`config.mk`:
```
export PLATFORM = sky130hd
export DESIGN_NAME = fir_frame_scheduler
export DESIGN_NICKNAME = d
export VERILOG_FILES = /design/src/rtl/fir_frame_scheduler.sv
export SDC_FILE = /design/constraint.sdc
export NUM_CORES = 1
export LEC_CHECK = 0
export BUFFER_PORTS_ARGS = -buffer_cell sky130_fd_sc_hd__buf_2
export CAP_MARGIN = 40
export CORE_MARGIN = 5
export CORE_UTILIZATION = 40
export CTS_BUF_LIST = sky130_fd_sc_hd__clkbuf_2 sky130_fd_sc_hd__clkbuf_4 sky130_fd_sc_hd__clkbuf_8
export CTS_CLUSTER_SIZE = 24
export DETAILED_ROUTE_END_ITERATION = 10
export GPL_ROUTABILITY_DRIVEN = 0
export PLACE_DENSITY = 0.74
export REMOVE_ABC_BUFFERS = 1
export SLEW_MARGIN = 20
export SYNTH_ARGS = -nofsm -noshare
export SYNTH_HDL_FRONTEND = slang
export SYNTH_SLANG_ARGS = --single-unit
```
`constraint.sdc`:
```
create_clock -name clk -period 1.7 [get_ports clk]
set_input_delay 0.255 -clock clk [delete_from_list [all_inputs] [get_ports clk]]
set_output_delay 0.255 -clock clk [all_outputs]
set_load 0.1 [all_outputs]
```
`src/rtl/fir_frame_scheduler.sv`:
```
// Round-robin frame scheduler for a shared FIR core: streams one channel's frame, flushes the
// delay line with zeros, and tags every FIR output word with the channel that produced it.
module fir_frame_scheduler #(
   parameter int NCH       = 4,
   parameter int TAPS      = 4,
   parameter int FRAME_LEN = 4,
   parameter int FIR_LAT   = 1,
   localparam int CHW      = $clog2(NCH)
) (
   input  logic               clk,
   input  logic               reset,
   input  logic [NCH-1:0]     req_valid,
   input  logic [NCH*8-1:0]   req_data,
   output logic [NCH-1:0]     req_ready,
   output logic               fir_ce,
   output logic [7:0]         fir_x,
   input  logic [11:0]        fir_y,
   output logic               out_valid,
   output logic [11:0]        out_data,
   output logic [CHW-1:0]     out_ch,
   output logic               out_last,
   output logic               busy
);

   localparam int SCW  = (FRAME_LEN > 1) ? $clog2(FRAME_LEN) : 1;
   localparam int FCW  = (TAPS > 2) ? $clog2(TAPS - 1) : 1;
   localparam int TAGW = CHW + 2;
   localparam logic [SCW-1:0] SAMPLE_LAST = SCW'(FRAME_LEN - 1);
   localparam logic [FCW-1:0] FLUSH_LAST  = FCW'(TAPS - 2);
   localparam logic [CHW-1:0] CH_LAST     = CHW'(NCH - 1);

   typedef enum logic [1:0] {
      IDLE   = 2'd0,
      STREAM = 2'd1,
      FLUSH  = 2'd2
   } state_t;

   state_t            state_reg, state_next;
   logic [CHW-1:0]    rr_ptr_reg, rr_ptr_next;
   logic [CHW-1:0]    grant_reg, grant_next;
   logic [SCW-1:0]    sample_cnt_reg, sample_cnt_next;
   logic [FCW-1:0]    flush_cnt_reg, flush_cnt_next;

   logic [7:0]        chan_data [NCH];
   logic              arb_found;
   logic [CHW-1:0]    arb_grant;
   logic              xfer;
   logic              flush_last;
   logic [TAGW-1:0]   tag_head;
   logic [TAGW-1:0]   tag_tail;

   logic              out_valid_reg;
   logic [11:0]       out_data_reg;
   logic [CHW-1:0]    out_ch_reg;
   logic              out_last_reg;

   genvar gi;

   generate
      for (gi = 0; gi < NCH; gi++) begin : g_unpack
         assign chan_data[gi] = req_data[8*gi +: 8];
      end
   endgenerate

   assign xfer       = (state_reg == STREAM) && req_valid[grant_reg];
   assign flush_last = (state_reg == FLUSH) && (flush_cnt_reg == FLUSH_LAST);

   // Round-robin search: first requester strictly after rr_ptr, wrapping through rr_ptr itself last.
   always_comb begin
      int             idx;
      logic [CHW-1:0] idx_c;
      arb_found = 1'b0;
      arb_grant = '0;
      idx       = 0;
      idx_c     = '0;
      for (int k = 1; k <= NCH; k++) begin
         idx   = (int'(rr_ptr_reg) + k) % NCH;
         idx_c = CHW'(idx);
         if (!arb_found && req_valid[idx_c]) begin
            arb_found = 1'b1;
            arb_grant = idx_c;
         end
      end
   end

   always_ff @(posedge clk or posedge reset) begin
      if (reset) begin
         state_reg      <= IDLE;
         rr_ptr_reg     <= CH_LAST;
         grant_reg      <= '0;
         sample_cnt_reg <= '0;
         flush_cnt_reg  <= '0;
      end else begin
         state_reg      <= state_next;
         rr_ptr_reg     <= rr_ptr_next;
         grant_reg      <= grant_next;
         sample_cnt_reg <= sample_cnt_next;
         flush_cnt_reg  <= flush_cnt_next;
      end
   end

   always_comb begin
      state_next      = state_reg;
      rr_ptr_next     = rr_ptr_reg;
      grant_next      = grant_reg;
      sample_cnt_next = sample_cnt_reg;
      flush_cnt_next  = flush_cnt_reg;
      case (state_reg)
         IDLE: begin
            if (arb_found) begin
               grant_next      = arb_grant;
               rr_ptr_next     = arb_grant;
               sample_cnt_next = '0;
               state_next      = STREAM;
            end
         end
         STREAM: begin
            if (xfer) begin
               if (sample_cnt_reg == SAMPLE_LAST) begin
                  sample_cnt_next = '0;
                  flush_cnt_next  = '0;
                  state_next      = FLUSH;
               end else begin
                  sample_cnt_next = sample_cnt_reg + SCW'(1);
               end
            end
         end
         FLUSH: begin
            if (flush_last) begin
               flush_cnt_next = '0;
               state_next     = IDLE;
            end else begin
               flush_cnt_next = flush_cnt_reg + FCW'(1);
            end
         end
         default: state_next = IDLE;
      endcase
   end

   // A stalled source leaves the delay line untouched; flush cycles always shift in zeros.
   always_comb begin
      req_ready = '0;
      fir_ce    = 1'b0;
      fir_x     = '0;
      case (state_reg)
         STREAM: begin
            req_ready[grant_reg] = 1'b1;
            if (xfer) begin
               fir_ce = 1'b1;
               fir_x  = chan_data[grant_reg];
            end
         end
         FLUSH: fir_ce = 1'b1;
         default: ;
      endcase
   end

   assign busy     = (state_reg != IDLE);
   assign tag_head = {fir_ce, grant_reg, flush_last};

   // Tag pipeline matches the FIR core latency so each fir_y word meets its own {ce, ch, last}.
   generate
      for (gi = 0; gi < FIR_LAT; gi++) begin : g_tag
         logic [TAGW-1:0] tag_reg;
         logic [TAGW-1:0] tag_in;
         if (gi == 0) begin : g_first
            assign tag_in = tag_head;
         end else begin : g_rest
            assign tag_in = g_tag[gi-1].tag_reg;
         end
         always_ff @(posedge clk or posedge reset) begin
            if (reset) begin
               tag_reg <= '0;
            end else begin
               tag_reg <= tag_in;
            end
         end
      end
   endgenerate

   assign tag_tail = g_tag[FIR_LAT-1].tag_reg;

   always_ff @(posedge clk or posedge reset) begin
      if (reset) begin
         out_valid_reg <= 1'b0;
         out_data_reg  <= '0;
         out_ch_reg    <= '0;
         out_last_reg  <= 1'b0;
      end else if (tag_tail[TAGW-1]) begin
         out_valid_reg <= 1'b1;
         out_data_reg  <= fir_y;
         out_ch_reg    <= tag_tail[CHW:1];
         out_last_reg  <= tag_tail[0];
      end else begin
         out_valid_reg <= 1'b0;
         out_last_reg  <= 1'b0;
      end
   end

   assign out_valid = out_valid_reg;
   assign out_data  = out_data_reg;
   assign out_ch    = out_ch_reg;
   assign out_last  = out_last_reg;

endmodule
```
* Word-level counts from Yosys, hierarchy flattened
Cells that the tools add are included.
** Storage, ports and cells
- Flip-flop bits (word level) :: 30
- Latch bits :: 0
- Memory bits (writable) :: 0
- Memory bits (read-only) :: 0
- Input bits :: 50
- Output and inout port bits :: 30
- Word-level logic and storage cells :: 92
- Memories kept :: 0
** Cells by class
- Add/subtract/negate cells :: 6
- Multipliers :: 0
- Div/mod/pow operators :: 0
- $lt $le $gt $ge :: 7
- Equal/unequal tests :: 8
- Shift-type cells :: 0
- Muxes and demuxes :: 43
- Bitwise logic cells :: 1
- Reduce and logical (&&, ||, !) cells :: 17
** Operator list (count)
- $mux 8 :: 4
- $mux 2 :: 14
- $bmux 8 s2 :: 1
- $lt 2x3->1 const B :: 5
- $mux 1 :: 13
- $bmux 1 s2 :: 5
- $add 2x1->2 const B :: 4
- $pmux 2 s2 :: 2
- $eq 2x2->1 const B :: 3
- $logic_and 1x1->1 :: 6
- $ne 2x2->1 const B :: 3
- $pmux 2 s3 :: 1
- $reduce_and 3->1 :: 2
- $reduce_bool 2->1 :: 3
- $add 2x2->2 const B :: 2
- $mux 4 :: 1
- $reduce_and 4->1 :: 1
- $ge 3x3->1 const B :: 1
- $logic_not 1->1 :: 3
- $not 2->3 :: 1
- $demux 1 s2 :: 1
- $eq 2x1->1 const B :: 1
- $ge 2x1->1 const B :: 1
- $logic_not 2->1 :: 1
- 3 further kinds :: 3

* Logic depth before layout (Yosys ltp)
- Word-level depth :: 15
- Gate-level depth with buffers :: 6
- Gate-level depth less buffers :: 6

* Worst setup path before layout
No wires, ideal clock.
- Kind :: register to output
- From :: register state_reg[1]
- To :: output req_ready[1]
- Arrival :: 3.054 ns
- Required time :: 1.445 ns
- Setup slack :: -1.609 ns
- Stages on the path, launching flop included :: 5
- Buffers on the path :: 0
- Cells stage by stage :: dfrtp_1 -> inv_1 -> ha_1 -> inv_1 -> nor3b_1
** On the way
- Word-level cells in the longest chain between the ends :: 2
** Ends and longest elaborated chain
- start, declared :: line 38 : state_t state_reg, state_next;
- start signal, assigned :: line 94 : state_reg <= state_next;
- $eq 2x1->1 :: line 145 : case (state_reg)
- $mux 4 :: line 145
- end, declared :: line 14 : output logic [NCH-1:0] req_ready,
Every way passes these cells.

* Final worst setup path
- From :: register grant_reg[0]
- To :: output fir_ce
** On the way
- Word-level cells in the longest chain between the ends :: 5
** Ends and longest elaborated chain
- start, declared :: line 40 : logic [CHW-1:0] grant_reg, grant_next;
- start signal, assigned :: line 96 : grant_reg <= grant_next;
- $bmux 1 s2 :: line 65 : assign xfer = (state_reg == STREAM) && req_valid[grant_reg];
- $mux 1 (implied by the code) :: line 65
- $logic_and 1x1->1 :: line 65
- $mux 1 :: line 148 : if (xfer) begin
- $pmux 1 s2 :: line 145
- end, declared :: line 15 : output logic fir_ce,
Every way passes these cells. The select of a mux whose other input is x is not followed.

==> qor.yml <==
status: "complete, but fails checks"
failed_checks: "negative setup slack"
syn_area_um2: 1630
cts.sinks: 30
wl_per_cell_um: 15.4
clkTransAtPathRegs_ns: 0.07
start_util: 0.410
dpl-instance-area_um2: 2280
grt_max_degree: 31
io_pins: 80
yosys.area_share.simple: 0.135
diodes: 0
antenna_found_initial: 0
hold_ws_ns: 0.0270
ys_warn_count: 0
avgSynthCellArea_um2: 12.0
core-area_um2: 3970
fin_nets: 294
drt_wl_total_um: 4460
grt-ovfl-total: 0
synth_compound_area_frac: 0.0707
synth_xor_area_frac: 0
maxCapViolCount: 0
layout_common_cells: "buf_2 (65), dfrtp_1 (27), buf_12 (15), buf_4 (15), mux2_2 (14)"
synth_top_area_share: 0.430
cts-buffers-inserted: 5
syn_to_final_growth_pct: 68.0
cp-startpoint: "grant_reg[0]"
crit_slowest_cell: "mux4_2"
grt_pass1_wl_um: 7300
synth_top_family_by_area: "multiplexers"
crit_family: "multiplexers"
port_buffers: 79
rows: 23
drt-initial-drc-count: 37
die_h_um: 73.8
synth_seq_cells: 30
reg2regPathDepth: 5
multi_input_area_um2: 933
post-route-drc-count: 0
hold_viol_final: 0
period_share: 1.17
layout_commonest_cell: "buf_2"
muxShareOfSynthArea: 0.251
tightest_slew_ns: 0.490
critical-path-max-stage-delay_ns: 0.61
crit_buf_inv: 1
drive_gt1_frac: 0.679
r2r_slack_ns: -0.09
end_kind: "primary output"
hold_class: "input pin to async pin"
cts_tree: "yes"
hpwl_um: 3220
worstSetupPathType: "flip-flop to primary output"
clockBufferDepth: 2
critPathRequiredTime_ns: 1.44
dieArea_um2: 5450
setup_violations: 16
synth_top_cell_by_area: "dfrtp_1"
htree_levels: 2
path_cells: "mux4_2 > a21oi_2 > nor2b_2 > buf_12"
synthCells: 136
clk_latency_ns: 0.28
drtAntennaViolNets: 0
max_slew_margin: 0.676
rsz0062_at_grt: "yes"
critical_path_arrival_ns: 1.74
vias: 1480
r2r-end: "flush_cnt_reg[1]"
dieWidth_um: 73.8
n_fill_cell: 278
grt_pass1_vias: 1628
synth-seq-area-share: 0.462
utilization: 0.689
min_period_ns: 1.99
seqCellArea_um2: 754
grt_usage: 0.179
finalClockSkew_ns: 0.00827
slew_viol_final: 0
ctsRootBufferMaster: "clkbuf_8"
largest_register_ffs: 12
regToRegStartpoint: "grant_reg[0]"
synth_fa_ha_area_frac: 0.0384
cp-start-kind: "flip-flop"
finalWorstSetupSlack_ns: -0.294
synth_area_leaders: "dfrtp_1 (43%), mux2_2 (9.7%), mux4_2 (8.3%)"
ys_types: 36
cp_max_fo: 5
dr.pass1.iters: 4
post-route-cell-area_um2: 2740
via_per_inst: 5.10
fmax_ghz: 0.502
post-place-ws_ns: -0.134
## through the flow
stage | TNS, ns | std cells
2_1_floorplan | -11.32 | 129
3_3_place_gp | -0.848 | 277
3_5_place_dp | -1.46 | 277
4_1_cts | -3.32 | 291
5_1_grt | -3.98 | 290
6_report | -2.93 | 290
## cell usage after synthesis
cell type / number
or3_1: 1
dfrtp_1: 28
buf_6: 1
nand2b_1: 2
mux2_4: 1
nand2_2: 1
nor3b_1: 2
dfstp_2: 2
a22oi_1: 2
nand2_1: 12
a21boi_1: 1
nand3_1: 1
mux4_1: 3
mux4_2: 6
nor2_1: 6
a21boi_2: 1
and3_1: 9
mux2_1: 2
buf_2: 1
o211ai_1: 1
o221ai_1: 2
inv_1: 9
nand3b_1: 1
o21ai_0: 3
mux2_2: 14
a21oi_1: 4
clkbuf_1: 5
a211o_1: 1
nor3_1: 2
and2_1: 1
nor4_1: 1
and3b_1: 1
o22ai_1: 1
a31oi_1: 1
nor2b_1: 2
ha_1: 5
## final cells by class
class	count	share of cell area
clock inverters	3	0.0146
repair buffers	102	0.306
inverters	9	0.0142
well taps	50	0.0229
multi-input cells	91	0.341
flip-flops and latches	30	0.276
clock buffers	5	0.0251
## how the worst max path moves through the flow
stage	end	slack (ns)	depth (start not counted)
floorplan	req_ready[1]	-1.74	4
global placement	fir_ce	-0.09	4
detailed placement	fir_x[7]	-0.13	4
CTS	fir_ce	-0.30	4
global route	fir_ce	-0.37	4
finish	fir_ce	-0.29	4
## cell families after synthesis
family,Yosys count
adders and majority gates,5
AOI/OAI and AO/OA,17
and+or+nand+nor,42
DFF,30
buffers and inverters,16
muxes,26
## worst register-to-register path: cells and delay by family, from the launching register on
family	cells	cell delay (ns)
buffers and inverters	1	0.18
and+or+nand+nor	1	0.08
DFF	1	0.44
AOI/OAI and AO/OA	1	0.06
muxes	2	0.91
## metal layers
metal	global-route usage	share of wire	vias to the layer above
met5	0	0	-
met4	0.0563	0.0090	0
met3	0.0752	0.12	9
met2	0.309	0.49	91
met1	0.197	0.38	683
li1	-	-	697
## repair_timing
item,in CTS,in global routing
setup endpoints to repair,18,20
gates cloned,2,0
gates resized for setup,74,6
pin swaps,12,3
setup buffers,4,2
hold buffers,0,0
Power is not shown: default switching activity piles up to over one toggle a cycle in this logic, so the estimate is an artifact.
